<file path="config.mk">
export PLATFORM = sky130hd
export DESIGN_NAME = acc_feeder
export DESIGN_NICKNAME = d
export VERILOG_FILES = /design/src/rtl/acc_feeder_pkg.sv /design/src/rtl/acc_fifo.sv /design/src/rtl/acc_feeder.sv
export SDC_FILE = /design/constraint.sdc
export NUM_CORES = 1
export LEC_CHECK = 0
export BUFFER_PORTS_ARGS = -buffer_cell sky130_fd_sc_hd__buf_2
export CORE_AREA = 2 2 73 75
export DETAILED_ROUTE_END_ITERATION = 6
export DIE_AREA = 0 0 75 77
export PLACE_DENSITY = 0.87
export SLEW_MARGIN = 20
export SYNTH_ARGS = -nofsm -noshare
export SYNTH_HDL_FRONTEND = slang
export SYNTH_SLANG_ARGS = --single-unit
</file>
<file path="constraint.sdc">
create_clock -name clk -period 3.2 [get_ports clk]
set_clock_uncertainty 0.2 [all_clocks]
set_input_delay 0.32 -clock clk [delete_from_list [all_inputs] [get_ports clk]]
set_output_delay 0.32 -clock clk [all_outputs]
set_load 0.005 [all_outputs]
</file>
<file path="src/rtl/acc_feeder_pkg.sv">
// Shared definitions for the accumulator feeder: FSM state encoding and default widths.
package acc_feeder_pkg;

  localparam int IN_DATA_WIDTH_DEF = 8;

  typedef enum logic [1:0] {
    ST_IDLE = 2'd0,
    ST_RUN  = 2'd1,
    ST_DONE = 2'd2
  } state_e;

endpackage

</file>
<file path="src/rtl/acc_fifo.sv">
// Synchronous operand FIFO with occupancy count, full/empty flags and a
// registered read port. A word written in one cycle is visible to pop only
// from the next cycle on, so there is no write-to-read pass-through.
module acc_fifo #(
  parameter int WIDTH = 8,
  parameter int DEPTH = 4
) (
  input  logic                     clk,
  input  logic                     reset_n,
  input  logic                     push_i,
  input  logic [WIDTH-1:0]         wdata_i,
  input  logic                     pop_i,
  output logic [WIDTH-1:0]         rdata_o,
  output logic                     full_o,
  output logic                     empty_o,
  output logic [$clog2(DEPTH):0]   count_o
);

  localparam int AW = $clog2(DEPTH);
  localparam int CW = AW + 1;

  logic [WIDTH-1:0] mem [DEPTH];
  logic [AW-1:0]    wr_ptr_q, rd_ptr_q;
  logic [CW-1:0]    count_q, count_d;
  logic [WIDTH-1:0] rdata_q;
  logic             push_ok, pop_ok;

  assign full_o  = (count_q == CW'(DEPTH));
  assign empty_o = (count_q == '0);
  assign push_ok = push_i && !full_o;
  assign pop_ok  = pop_i && !empty_o;

  // Next occupancy: simultaneous push and pop cancel out.
  always_comb begin
    count_d = count_q;
    case ({push_ok, pop_ok})
      2'b10:   count_d = count_q + 1'b1;
      2'b01:   count_d = count_q - 1'b1;
      default: count_d = count_q;
    endcase
  end

  // Storage array, written on accepted push; no reset so it maps onto RAM.
  always_ff @(posedge clk) begin
    if (push_ok) begin
      mem[wr_ptr_q] <= wdata_i;
    end
  end

  // Registered read: the popped word appears on rdata_o the cycle after the pop and holds.
  always_ff @(posedge clk) begin
    if (!reset_n) begin
      rdata_q <= '0;
    end else if (pop_ok) begin
      rdata_q <= mem[rd_ptr_q];
    end
  end

  // Pointers wrap naturally because DEPTH is a power of two.
  always_ff @(posedge clk) begin
    if (!reset_n) begin
      wr_ptr_q <= '0;
      rd_ptr_q <= '0;
      count_q  <= '0;
    end else begin
      if (push_ok) wr_ptr_q <= wr_ptr_q + 1'b1;
      if (pop_ok)  rd_ptr_q <= rd_ptr_q + 1'b1;
      count_q <= count_d;
    end
  end

  assign rdata_o = rdata_q;
  assign count_o = count_q;

endmodule

</file>
<file path="src/rtl/acc_feeder.sv">
// Feeds buffered operands to the accumulator core: on start it issues exactly
// len_i number/valid beats under run_o, with done_o on the final beat.
module acc_feeder
  import acc_feeder_pkg::*;
#(
  parameter int IN_DATA_WIDTH = IN_DATA_WIDTH_DEF,
  parameter int FIFO_DEPTH    = 4,
  parameter int LEN_WIDTH     = 8
) (
  input  logic                          clk,
  input  logic                          reset_n,
  input  logic                          s_valid_i,
  output logic                          s_ready_o,
  input  logic [IN_DATA_WIDTH-1:0]      s_data_i,
  input  logic                          start_i,
  input  logic [LEN_WIDTH-1:0]          len_i,
  output logic                          busy_o,
  output logic                          done_o,
  output logic                          run_o,
  output logic                          valid_o,
  output logic [IN_DATA_WIDTH-1:0]      number_o,
  output logic [$clog2(FIFO_DEPTH):0]   fifo_cnt_o
);

  state_e               state_q;
  logic [LEN_WIDTH-1:0] rem_q;
  logic                 run_q, busy_q, done_q, valid_q;
  logic                 fifo_full, fifo_empty, pop;

  // Drain one operand per cycle while a job is running and data is available.
  assign pop = (state_q == ST_RUN) && !fifo_empty;

  acc_fifo #(
    .WIDTH (IN_DATA_WIDTH),
    .DEPTH (FIFO_DEPTH)
  ) u_fifo (
    .clk     (clk),
    .reset_n (reset_n),
    .push_i  (s_valid_i),
    .wdata_i (s_data_i),
    .pop_i   (pop),
    .rdata_o (number_o),
    .full_o  (fifo_full),
    .empty_o (fifo_empty),
    .count_o (fifo_cnt_o)
  );

  assign s_ready_o = !fifo_full;

  // Job FSM with remaining-count and registered status/beat outputs.
  always_ff @(posedge clk) begin
    if (!reset_n) begin
      state_q <= ST_IDLE;
      rem_q   <= '0;
      run_q   <= 1'b0;
      busy_q  <= 1'b0;
      done_q  <= 1'b0;
      valid_q <= 1'b0;
    end else begin
      valid_q <= pop;
      case (state_q)
        ST_IDLE: begin
          done_q <= 1'b0;
          if (start_i) begin
            busy_q <= 1'b1;
            if (len_i != '0) begin
              rem_q   <= len_i;
              run_q   <= 1'b1;
              state_q <= ST_RUN;
            end else begin
              // Empty job completes immediately with no beats and run_o low.
              run_q   <= 1'b0;
              done_q  <= 1'b1;
              state_q <= ST_DONE;
            end
          end
        end
        ST_RUN: begin
          if (pop) begin
            rem_q <= rem_q - 1'b1;
            // The last pop's beat lands together with done_o.
            if (rem_q == LEN_WIDTH'(1)) begin
              done_q  <= 1'b1;
              state_q <= ST_DONE;
            end
          end
        end
        ST_DONE: begin
          done_q  <= 1'b0;
          busy_q  <= 1'b0;
          run_q   <= 1'b0;
          state_q <= ST_IDLE;
        end
        default: state_q <= ST_IDLE;
      endcase
    end
  end

  assign busy_o  = busy_q;
  assign done_o  = done_q;
  assign run_o   = run_q;
  assign valid_o = valid_q;

endmodule

</file>
==> Yosys cells after proc, flatten, opt, wreduce, memory -nomap -nowiden <==
Memory sizes are Yosys's and may differ from the RTL's. A register that Yosys moved wholly into a read port is not among the register bits.
Index checks and enable logic that the tools add are counted.
{ "totals": {"reg_bits": 21, "latchBits": 0, "mem_bits_rw": 32, "mem_bits_ro": 0, "inputBits": 20, "memories": 1} }
{ "mem_list": {"columns": ["memory", "words", "word_bits", "read_ports", "rd_ports_with_merged_regs", "wr", "line_no", "text"], "rows": [
  ["u_fifo.mem", 4, 8, 1, 1, 1, "acc_fifo.sv:22", "logic [WIDTH-1:0] mem [DEPTH];"]
]} }
{ "classes": {"n_addsub": 5, "multipliers": 0, "n_div": 0, "n_lt_le_gt_ge": 0, "n_eq_ne": 10, "shift": 0, "muxes": 22, "bitwise": 0, "n_reduce_logical": 17} }
{ "op_table": {"columns": ["cell", "n"], "rows": [
  ["$mux W8", 3],
  ["$pmux W8 S2", 1],
  ["$mux W1", 9],
  ["$eq A8 B1 Y1 const B", 1],
  ["$mux W2", 4],
  ["$reduce_bool A8 Y1", 1],
  ["$sub A8 B1 Y8 const B", 1],
  ["$pmux W3 S2", 1],
  ["$reduce_and A3 Y1", 2],
  ["$reduce_bool A2 Y1", 3],
  ["$add A2 B1 Y2 const B", 2],
  ["$eq A2 B1 Y1 const B", 2],
  ["$eq A2 B2 Y1 const B", 2],
  ["$ne A2 B1 Y1 const B", 2],
  ["$ne A2 B2 Y1 const B", 2],
  ["$pmux W1 S2", 2],
  ["$pmux W2 S2", 1],
  ["$reduce_and A4 Y1", 1],
  ["$add A3 B1 Y3 const B", 1],
  ["$eq A3 B3 Y1 const B", 1],
  ["$logic_and A1 B1 Y1", 3],
  ["$logic_not A1 Y1", 3],
  ["$logic_not A3 Y1", 1],
  ["$pmux W1 S3", 1],
  ["other kinds (4)", 4]
]} }

==> Depth between registers and ports, before layout <==
{ "logic_depth": {"ltp_word": 6, "depth_mapped": 11, "ltp_nobuf": 9} }

==> Modules after synthesis <==
From an unflattened synthesis, not the netlist that was laid out.
{ "unflattened": {"hier_cells": 240, "area_unflattened_um2": 2855.2} }
{ "by_module_without_submodules": {"columns": ["mod", "n_inst", "cells_per_inst", "area_per_inst_um2", "seq_area_each_um2"], "rows": [
  ["acc_fifo", 1, 121, 1880.6, 1261.2],
  ["acc_feeder", 1, 119, 974.7, 280.3]
]} }

==> Worst setup path after synthesis <==
OpenSTA, ideal clock, no wires.
{ "synth_timing": {"path_type": "register to register", "from": "register u_fifo.count_q[1] (netlist: u_fifo.count_o[1])", "to": "register u_fifo.count_q[2] (netlist: u_fifo.count_o[2])", "setup_ns": 0.071, "arrival_ns": 2.295, "slack_ns": 0.634, "path_stages_with_launch": 10, "n_path_buf": 1, "cell_sequence": "dfxtp_1 or3_4 nand2_2 inv_1 buf_2 ha_1 fa_1 xnor2_1 or3_1 a21oi_1"} }
{ "synth_between": {"elab_chain_len": 6, "word_cells_on_any_way": 13} }
{ "synth_lines": {"columns": ["element", "line_no", "text"], "rows": [
  ["start, declared", "acc_fifo.sv:24", "logic [CW-1:0] count_q, count_d;"],
  ["start signal, assigned", "acc_fifo.sv:68", "count_q <= count_d;"],
  ["$logic_not A3 Y1 (*)", "acc_fifo.sv:29", "assign empty_o = (count_q == '0);"],
  ["$logic_not A1 Y1 (*)", "acc_feeder.sv:31", "assign pop = (state_q == ST_RUN) && !fifo_empty;"],
  ["$logic_and A1 B1 Y1 (*)", "acc_feeder.sv:31", null],
  ["net pop", "acc_feeder.sv:28", "logic fifo_full, fifo_empty, pop;"],
  ["$logic_and A1 B1 Y1 (*)", "acc_fifo.sv:31", "assign pop_ok = pop_i && !empty_o;"],
  ["$eq A2 B1 Y1 / $eq A2 B2 Y1 (equally long branches)", "acc_fifo.sv:36", "case ({push_ok, pop_ok})"],
  ["$pmux W3 S2 / $reduce_bool A2 Y1 (equally long branches)", null, null]
]} }
Mark *: on every way through the listed nets, which the timed path passes. The rest lies on a longest branch.
A chain may end at the register's enable or synchronous reset.

==> Worst setup path after layout <==
{ "layout_timing": {"from": "register state_q[1]", "to": "register u_fifo.count_q[2] (netlist: u_fifo.count_o[2])"} }
{ "layout_between": {"elab_chain_len": 5, "word_cells_on_any_way": 7} }
{ "layout_lines": {"columns": ["element", "line_no", "text"], "rows": [
  ["start, declared", "acc_feeder.sv:25", "state_e state_q;"],
  ["start signal, assigned", "acc_feeder.sv:53", "state_q <= ST_IDLE;"],
  ["start signal, assigned", "acc_feeder.sv:69", "state_q <= ST_RUN;"],
  ["start signal, assigned", "acc_feeder.sv:74", "state_q <= ST_DONE;"],
  ["$eq A2 B1 Y1 (*)", "acc_feeder.sv:31", null],
  ["$logic_and A1 B1 Y1 (*)", "acc_feeder.sv:31", null],
  ["$logic_and A1 B1 Y1 (*)", "acc_fifo.sv:31", null],
  ["$eq A2 B1 Y1 / $eq A2 B2 Y1 (equally long branches)", "acc_fifo.sv:36", null],
  ["$pmux W3 S2 / $reduce_bool A2 Y1 (equally long branches)", null, null]
]} }
Every way passes the cells marked *; elsewhere a longest branch is shown, timed or not.

==> impl_metrics.csv <==
group,metric,value,unit
cts,clkSinkCount,61,
synthesis,synth_xor_area_share,1.59,%
synthesis,yosys-mux-area-fraction,7.31,%
sta,holdWs,130,ps
setup_path,path_max_fanout,10,
setup_path,rr_startpoint,"state_q[1]$_SDFFE_PN0P_",
floorplanning,chipHeight,77,um
cells_and_area,seqCellArea,1540,um2
cells_and_area,num_antenna_cells,0,
setup_path,start_kind,"flop",
synthesis,syn_avg_cell_area,12.0,um2
setup_path,cp-endpoint,"u_fifo.count_o[2]$_SDFFE_PN0P_",
worst_hold_path,min_path_type,"input pin to flop",
setup_path,crit_type,"flop to flop",
synthesis,synth.distinct_cells,54,
floorplanning,num_rows,26,
cts,cts_resized,0,
synthesis,synthAdderAreaFrac,5.72,%
power_and_ir_drop,p_per_area,635,nW/um2
synthesis,postSynthCellCount,230,
cts,clk_path_buf_depth,2,
power_and_ir_drop,p_leak,1.24,nW
sta,hold_violations,0,
power_and_ir_drop,power_frac_seq,47.4,%
power_and_ir_drop,p_sw,0.661,mW
drt,vias_per_cell,5.50,
drt,postRouteAntennaNets,0,
synthesis,synth_edf_count,32,
floorplanning,initial_utilization,55.4,%
cells_and_area,stdcell_count,354,
setup_path,reg2reg_depth,9,
drt,routedWlPerCell,15.8,um
floorplanning,die_x,75,um
global_routing,grt_pass1_wl,8.97,mm
floorplanning,ioPinCount,36,
cells_and_area,drive_above_1_share,25.0,%
synthesis,yosysMostFrequentCell,"edfxtp_1",
global_routing,grt_pass1_vias,1891,
sta,fin_crit_sh,80.1,%
setup_path,cp.arrival,2650,ps
setup_path,end_kind,"flop",
placed_design,place_congestion,0.909,
sta,fin_tns_setup,0,ps
placed_design,port_buffers,35,
drt,drc_errors,0,
synthesis,synth_compound_area_share,12.8,%
sta,finalSetupViolCount,0,
sta,final.min_clock_period,2560,ps
cts,cts_tree,"yes",
synthesis,synth_top_family_by_area,"simple AND/OR/NAND/NOR gates",
global_routing,antenna_found_initial,0,
power_and_ir_drop,p_int,1.41,mW
power_and_ir_drop,ir_worst_vdd,343,uV
cells_and_area,nets,311,
cts,h-tree-depth,3,
synthesis,synth_commonest_cells,"edfxtp_1, dfxtp_1, nand2_1, a21oi_1, nor2_1",
placed_design,placedCellCount,330,
setup_path,rr_endpoint,"u_fifo.count_o[2]$_SDFFE_PN0P_",
synthesis,yosys_most_used_dff,"edfxtp_1",
placed_design,place_hpwl,3.91,mm
synthesis,yosysSeqAreaShare,55.9,%
sta,rsz0062_at_grt,"false",
cts,ctsRootBufferMaster,"clkbuf_8",
global_routing,track_usage,21.3,%
power_and_ir_drop,switching_share,32.0,%
cts,cts_inserted_buffers,9,
setup_path,worstSetupStartpoint,"state_q[1]$_SDFFE_PN0P_",
cells_and_area,post-route-util,65.4,%
floorplanning,dieArea,5780,um2
synthesis,syn_area,2760,um2
cts,post_cts_buffers,0,
sta,fmax,390,MHz
sta,slew_viol_final,0,
synthesis,async_flop_share,0,%
setup_path,cp.required,3280,ps
power_and_ir_drop,pwr-share-clk,29.2,%
flow_run,maxCapViolations,0,
drt,dr_total_vias,1946,
drt,drtIter0Drc,114,
run_status,run_status,"complete, no violations",
global_routing,grt_max_degree,27,
cts,clkTransAtPathRegs,70,ps
cells_and_area,multiInputGateArea,1130,um2
synthesis,ys_ff_latch,61,
drt,routed_wirelength,5.61,mm
global_routing,grt_overflow,0,
synthesis,synth_area_leaders,"edfxtp_1, dfxtp_1, mux4_2",
synthesis,syn_nets,262,
sta,slew-limit-headroom,59.7,%
setup_path,r2r_slack,640,ps
cells_and_area,area_growth,18.1,%
cts,clk_latency,350,ps
synthesis,synth_top_area_cell,"edfxtp_1",
synthesis,ys_warn_count,0,
drt,firstDrtPassIters,4,
floorplanning,fp.coreArea,4980,um2
synthesis,yosys.area.top_type_share,34.9,%
cells_and_area,nFillCells,365,
power_and_ir_drop,p_comb_share,23.4,%
sta,worstMarginPinSlew,603,ps
synthesis,synthSimpleGateAreaFrac,13.5,%
## timing repair
action | CTS | global route
hold endpoints to repair | 30 | 0
hold buffers | 8 | 0
setup endpoints to repair | 0 | 0
## state kept, by name, summed over array words and instances, names as in the netlist, 2 cells and up
signal	flops
rem_q	8
u_fifo.wr_ptr_q	2
state_q	2
u_fifo.rdata_o	8
u_fifo.count_o	3
u_fifo.mem	32
u_fifo.rd_ptr_q	2
## power by group through the flow
stage	combinational (mW)	sequential [mW]	clock (mW)
after floorplan	0.354	0.975	0
after global placement	0.459	0.990	0
after detailed placement	0.471	0.998	0
after CTS	0.483	0.980	0.614
after global routing	0.539	0.990	0.650
final	0.483	0.979	0.604
## placed cells by master, fill, tap and decap left out, types with 8 or more instances in the layout
| master | synthesis | final |
|---|---|---|
| buf_2 | 3 | 35 |
| edfxtp_1 | 32 | 32 |
| dfxtp_1 | 29 | 29 |
| nand2_1 | 25 | 25 |
| nor2_1 | 18 | 18 |
| a21oi_1 | 18 | 18 |
| ha_1 | 11 | 11 |
| inv_1 | 10 | 10 |
| clkbuf_8 | 0 | 9 |
| mux4_2 | 8 | 8 |
| dlygate4sd3_1 | 0 | 8 |
## worst max-delay path, stage by stage, from the launching register on
cell and delay, ps:
dfxtp_1 390, inv_1 80, ha_1 310, nand2_2 210
inv_1 80, ha_1 240, fa_1 390, xnor2_1 150
or3_1 310, a21oi_1 140
## routing by layer
layer,track usage [%],vias to the layer above,share of wire [%]
met2,33.2,49,50
li1,-,965,-
met3,5.26,9,4.2
met4,12.1,0,2.0
met1,26.5,923,43
met5,0,-,0
## through the flow
stage	power (mW)	setup WS [ps]	cell area, um2
after floorplan	1.33	634	2760
after global placement	1.45	753	3000
after detailed placement	1.47	674	3000
after CTS	2.08	653	3260
after global routing	2.18	457	3260
final	2.07	638	3260
## worst min path at each step
stage | start | end | slack, ps | depth (start not counted)
final | reset_n | state_q[1]$_SDFFE_PN0P_ | 130 | 2
after detailed placement | u_fifo.rdata_o[5]$_SDFFE_PN0P_ | u_fifo.rdata_o[5]$_SDFFE_PN0P_ | 250 | 2
after global routing | reset_n | done_o$_SDFFE_PN0P_ | 120 | 2
after floorplan | s_data_i[0] | u_fifo.mem[0][0]$_DFFE_PP_ | 220 | 0
after CTS | reset_n | done_o$_SDFFE_PN0P_ | 120 | 2
after global placement | u_fifo.rdata_o[2]$_SDFFE_PN0P_ | u_fifo.rdata_o[2]$_SDFFE_PN0P_ | 250 | 2
## area by class of cell
type	instances	area share [%]
Clock inverter	7	1.58
Multi-Input combinational cell	149	34.7
Tap cell	70	2.69
Timing Repair Buffer	46	8.53
Inverter	12	1.38
Sequential cell	61	47.3
Clock buffer	9	3.80
## cells by family (layout without fill, tap and decap cells)
logic type	count (synthesis)	count (layout)
xor+xnor	5	5
mux	10	10
fa+ha+maj	12	12
simple gates	72	72
compound gates	50	50
buf+inv	20	74
flops	61	61
Note: power is estimated with default switching activity, not from simulation.
